<file path="src/rtl/mem_bus_arbiter.sv">
// Shares one addr_ok/data_ok memory bus between the fetch port and the load/store port.
// Optional ARB_TIMEOUT_EN macro builds a per-transaction watchdog that drives bus_err.
module mem_bus_arbiter #(
  parameter int TIMEOUT_CYCLES = 255
) (
  input  logic        clk,
  input  logic        rst,
  input  logic        inst_req,
  input  logic [31:0] inst_addr,
  output logic [31:0] inst_rdata,
  output logic        stallreq_from_if,
  input  logic        data_req,
  input  logic        data_wr,
  input  logic [1:0]  data_size,
  input  logic [3:0]  data_sel,
  input  logic [31:0] data_addr,
  input  logic [31:0] data_wdata,
  output logic [31:0] data_rdata,
  output logic        stallreq_from_mem,
  input  logic        pipe_stall,
  output logic        bus_req,
  output logic        bus_wr,
  output logic [1:0]  bus_size,
  output logic [3:0]  bus_sel,
  output logic [31:0] bus_addr,
  output logic [31:0] bus_wdata,
  input  logic        bus_addr_ok,
  input  logic        bus_data_ok,
  input  logic [31:0] bus_rdata,
  output logic        bus_err
);

  typedef enum logic [2:0] {IDLE, D_ADDR, D_DATA, I_ADDR, I_DATA} state_t;

  state_t state, state_nx;
  logic   i_done, d_done;
  logic   cap_d, cap_i, fin, abort;
  logic   is_data, is_inst;

  assign is_data = (state == D_ADDR) || (state == D_DATA);
  assign is_inst = (state == I_ADDR) || (state == I_DATA);
  assign bus_req = (state == D_ADDR) || (state == I_ADDR);

  assign stallreq_from_if  = inst_req & ~i_done;
  assign stallreq_from_mem = data_req & ~d_done;

`ifdef ARB_TIMEOUT_EN
  localparam int CW = ($clog2(TIMEOUT_CYCLES + 1) > 8) ? $clog2(TIMEOUT_CYCLES + 1) : 8;
  logic [CW-1:0] tmo_cnt;
  logic          bus_err_q;

  // A real completion in the expiry cycle takes precedence over the timeout.
  assign abort = (state != IDLE) && (tmo_cnt == CW'(TIMEOUT_CYCLES - 1)) && !fin;

  always_ff @(posedge clk) begin
    if (rst) begin
      tmo_cnt   <= '0;
      bus_err_q <= 1'b0;
    end else begin
      bus_err_q <= abort;
      if (state == IDLE || fin || abort) tmo_cnt <= '0;
      else                               tmo_cnt <= tmo_cnt + 1'b1;
    end
  end

  assign bus_err = bus_err_q;
`else
  assign abort   = 1'b0;
  assign bus_err = 1'b0;
`endif

  always_comb begin
    state_nx = state;
    cap_d    = 1'b0;
    cap_i    = 1'b0;
    fin      = 1'b0;
    case (state)
      IDLE: begin
        if (data_req && !d_done) begin
          cap_d    = 1'b1;
          state_nx = D_ADDR;
        end else if (inst_req && !i_done) begin
          cap_i    = 1'b1;
          state_nx = I_ADDR;
        end
      end
      D_ADDR, I_ADDR: begin
        if (bus_addr_ok) begin
          if (bus_data_ok) begin
            fin      = 1'b1;
            state_nx = IDLE;
          end else if (state == D_ADDR) begin
            state_nx = D_DATA;
          end else begin
            state_nx = I_DATA;
          end
        end
      end
      D_DATA, I_DATA: begin
        if (bus_data_ok) begin
          fin      = 1'b1;
          state_nx = IDLE;
        end
      end
      default: state_nx = IDLE;
    endcase
    if (abort) state_nx = IDLE;
  end

  always_ff @(posedge clk) begin
    if (rst) begin
      state      <= IDLE;
      bus_wr     <= 1'b0;
      bus_size   <= 2'd0;
      bus_sel    <= 4'd0;
      bus_addr   <= 32'd0;
      bus_wdata  <= 32'd0;
      inst_rdata <= 32'd0;
      data_rdata <= 32'd0;
      i_done     <= 1'b0;
      d_done     <= 1'b0;
    end else begin
      state <= state_nx;
      if (cap_d) begin
        bus_wr    <= data_wr;
        bus_size  <= data_size;
        bus_sel   <= data_sel;
        bus_addr  <= data_addr;
        bus_wdata <= data_wdata;
      end else if (cap_i) begin
        bus_wr   <= 1'b0;
        bus_size <= 2'd2;
        bus_sel  <= 4'hF;
        bus_addr <= inst_addr;
      end
      // Clear on pipeline advance, but a completion in the same edge must stick.
      if (!pipe_stall) begin
        i_done <= 1'b0;
        d_done <= 1'b0;
      end
      if ((fin || abort) && is_inst) i_done <= 1'b1;
      if ((fin || abort) && is_data) d_done <= 1'b1;
      if (fin && is_inst)              inst_rdata <= bus_rdata;
      if (fin && is_data && !bus_wr)   data_rdata <= bus_rdata;
      if (abort && is_inst)            inst_rdata <= 32'd0;
      if (abort && is_data)            data_rdata <= 32'd0;
    end
  end

endmodule

</file>
<file path="config.mk">
export PLATFORM = sky130hd
export DESIGN_NAME = mem_bus_arbiter
export DESIGN_NICKNAME = d
export VERILOG_FILES = /design/src/rtl/mem_bus_arbiter.sv
export SDC_FILE = /design/constraint.sdc
export NUM_CORES = 1
export LEC_CHECK = 0
export ABC_AREA = 1
export BUFFER_PORTS_ARGS = -buffer_cell sky130_fd_sc_hd__buf_2
export CAP_MARGIN = 25
export CORE_MARGIN = 1.5
export CORE_UTILIZATION = 30
export DETAILED_ROUTE_END_ITERATION = 8
export HOLD_SLACK_MARGIN = 0.06
export PLACE_DENSITY_LB_ADDON = 0.2
export SLEW_MARGIN = 20
export SYNTH_ARGS = -nofsm -noshare
export SYNTH_HDL_FRONTEND = slang
export SYNTH_SLANG_ARGS = --single-unit
</file>
<file path="constraint.sdc">
create_clock -name clk -period 1.4 [get_ports clk]
set_input_delay 0.07 -clock clk [delete_from_list [all_inputs] [get_ports clk]]
set_output_delay 0.07 -clock clk [all_outputs]
set_load 0.01 [all_outputs]
</file>
==> implementation parameters <==
Parameter                              Value

Route
  Routed via count divided by cell count    4.60
  Avg WL per Cell    between 10 and 15 um
  Pre-Repair DR Iteration Count    4
  Routed via count    around 6800
  WL final    21800 um
  DRC    0
  Antenna violation net count after detailed routing    0
  DR iter-0 viols    ~260

Placement
  RePlAce Congestion    0.755
  Placed wire-length estimate after detailed placement    ~13000 um
  Number of buffers inserted by port buffering    279
  Instance area after placement    0.00752 mm^2

Floorplanning
  Area of the core    about 0.019 mm^2
  Die width    roughly 140 um
  Boundary Pins    roughly 280
  Area enclosed by the die boundary    ~0.020 mm^2
  Row Count    50
  Floorplan die height    140 um
  Initial cell density of the core    0.304

Logic synthesis
  Area share of the largest cell type after synthesis    0.496
  Xor-xnor portion of the synthesized cell area    0
  Mapped cell area    between 0.005 and 0.006 mm^2
  Post-Synth Simple-Gate Area    0.223
  Post-synth cell types    23
  Synthesized flop and latch total    140
  Warning count from the yosys run    0
  Synth area leader    sky130_fd_sc_hd__dfxtp_1
  Complex-gate fraction of the synthesized area    0.161
  Leading cell type by number of instances after synthesis    sky130_fd_sc_hd__nor2_1
  Syn_nets    between 900 and 1000
  Post-synthesis adder-cell area fraction    0
  Proportion of synthesized flip-flops having asynchronous set or reset    0
  Sequential area share after synthesis    0.496
  Dominant cells by area after synthesis    sky130_fd_sc_hd__dfxtp_1 (50%), sky130_fd_sc_hd__nor2_1 (12%), sky130_fd_sc_hd__o21ai_0 (7.6%)
  Dominant combinational cell family by area after synthesis    simple AND/OR/NAND/NOR gates
  Synthesized area per cell    7.21 um^2
  Dominant synthesized flop cell    sky130_fd_sc_hd__dfxtp_1
  Gate Count Post-Synth    784
  Number of flops mapped to enable cells by yosys    0
  Multiplexer area fraction after synthesis    0
  Ranking of synthesized cells by instance count    sky130_fd_sc_hd__nor2_1 (176), sky130_fd_sc_hd__dfxtp_1 (140), sky130_fd_sc_hd__inv_1 (104)

STA
  Post-layout minimum cycle time    around 1500 ps
  Final worst-path cycle share    1.04
  Setup repair after global routing missed its margin    true
  Maximum clock frequency    a little under 700 MHz
  Final Setup Violations    26
  Number of endpoints with negative hold slack in the final report    0
  Min Hold Slack    161 ps
  Worst Skew    6.20 ps
  Minimum setup slack in the final design    -57.9 ps
  Final slew viol count    0

Power and ir drop
  Power, Total    approximately 23 mW
  Power per cell area    about 2200 mW/mm^2
  Leakage    5.17 nW
  Peak ir drop on the vdd network    between 1 and 1.5 mV

Layout
  Post-route design area    0.0105 mm^2
  Area growth from synthesis to final layout    85.1%
  Number of fill cells in the layout    1691
  Share of final-layout standard cells stronger than drive strength 1    0.384
  Multi-input logic area    0.00252 mm^2
  Sequential cell area    between 0.002 and 0.003 mm^2
  Count of nets after finishing    between 1000 and 1500

Critical path
  Critical-path top delay cell    sky130_fd_sc_hd__dfxtp_4
  CP Data Arrival Time    around 1800 ps
  Ordered cell list for the critical path    inv_4 > nand3_4 > buf_6 > nor2_4 > buf_6 > buf_12 > clkbuf_16 > a21oi_4
  CP Capture Type    flip-flop
  CP top delay family    buffers and inverters
  CP max FO    6
  Critical path data required time    roughly 1700 ps
  Cell with the most instances on the worst path    sky130_fd_sc_hd__buf_6
  Delay of the slowest cell on the worst path    370 ps
  Path type of the worst setup path    reg2reg
  CP startpoint kind    flip-flop
  Sum of buffers and inverters on the critical path    5

Clock network
  Clock root buffer master    sky130_fd_sc_hd__clkbuf_16
  Clock edge transition at the registers on the reported setup and hold paths    ~60 ps
  Clock latency of the later-clocked register in the worst-skew pair    slightly above 400 ps
  Total CTS buffers    17
  H-tree depth reported by CTS    4
  Clock tree from TritonCTS    built
  Maximum buffer depth of the clock tree    2
  Total number of clock tree sinks    140

Run
  Max-capacitance violation count    0

Global route
  Initial antenna violation count    0
  Vias in the first global route    about 6300
  Maximum number of pins on one net before global-route repair    73
  Overflow after GRT    0
  Total routing usage reported by global routing    0.195
  Global-route wire length before repair    roughly 31000 um

Min path
  Worst min path class    in2reg

Run status
  Run status    finished, violations left
  Failing checks    setup timing
-- metrics by stage --
stage	std cells	utilization	setup WS (ps)	setup TNS (ps)
CTS	1453	0.515	-0.640	-0.640
global route	1482	0.563	-142	-5240
global placement	1283	0.405	4.57	0
floorplan	784	-	17.3	0
detailed placement	1283	0.405	-25.5	-177
finish	1483	0.563	-57.9	-1090
-- report_power, final --
| part | internal, mW | switching, mW |
|---|---|---|
| Combinational | 5.62 | 6.22 |
| Clock | 3.04 | 1.74 |
| Sequential | 5.43 | 0.792 |
| Total | 14.1 | 8.76 |
-- timing repair --
item	4_1_cts	5_1_grt
gates cloned	0	18
hold buffers	138	0
resized for setup	7	178
endpoints found under the hold margin	139	0
pin swaps	1	50
setup endpoints to repair	52	131
buffers inserted	1	11
-- layout make-up --
cell class / count / share of cell area
Timing Repair Buffer: 487 / 0.361
Sequential cell: 140 / 0.269
Multi-Input combinational cell: 480 / 0.240
Clock buffer: 22 / 0.0472
Inverter: 110 / 0.0417
Tap cell: 234 / 0.0280
Clock inverter: 9 / 0.0128
Antenna cell: 1 / 0.000239
-- worst register-to-register path, cell delays in order (launching register included) --
cell and delay, ps:
sky130_fd_sc_hd__dfxtp_4 370, sky130_fd_sc_hd__inv_4 80, sky130_fd_sc_hd__nand3_4 100, sky130_fd_sc_hd__buf_6 140, sky130_fd_sc_hd__nor2_4 180, sky130_fd_sc_hd__buf_6 160, sky130_fd_sc_hd__buf_12 110, sky130_fd_sc_hd__clkbuf_16 150
sky130_fd_sc_hd__a21oi_4 50
-- cells in the final DEF, fill, tap and decap left out, drive strengths merged --
master	n
nand4	33
clkinvlp	1
nand2	85
nand3	8
dlygate4sd3	138
a21oi	38
buf	337
nor3	1
dfxtp	140
nor2	179
bufinv	3
clkinv	6
inv	109
conb	1
o22ai	32
diode	1
o21ai	103
clkbuf	34
-- cell families after synthesis --
logic type / Yosys count
AOI/OAI and AO/OA: 173
buffers and inverters: 164
DFF: 140
other: 1
and+or+nand+nor: 306
-- flip-flops by register name, summed over array words and instances, names as in the netlist --
register    cells
bus_size        2
bus_wr          1
data_rdata     32
bus_sel         4
bus_wdata      32
d_done          1
inst_rdata     32
state           3
bus_addr       32
i_done          1
-- path summary, 6_finish.rpt --
check	from	endpoint	slack, ps	depth (start not counted)
max	state[2]	bus_addr[27]	-60	8
min	bus_data_ok	state[2]	160	6
max reg2reg	state[2]	bus_addr[27]	-60	8
min reg2reg	d_done	d_done	470	2
-- routing by layer --
layer | global-route usage | up-vias | part of all wire
met5 | 0 | - | 0
met4 | 0.0787 | 0 | 0.023
met1 | 0.236 | 3093 | 0.43
li1 | - | 3419 | -
met3 | 0.0568 | 43 | 0.063
met2 | 0.326 | 261 | 0.48
No activity file was read; power rests on OpenSTA's default activity.
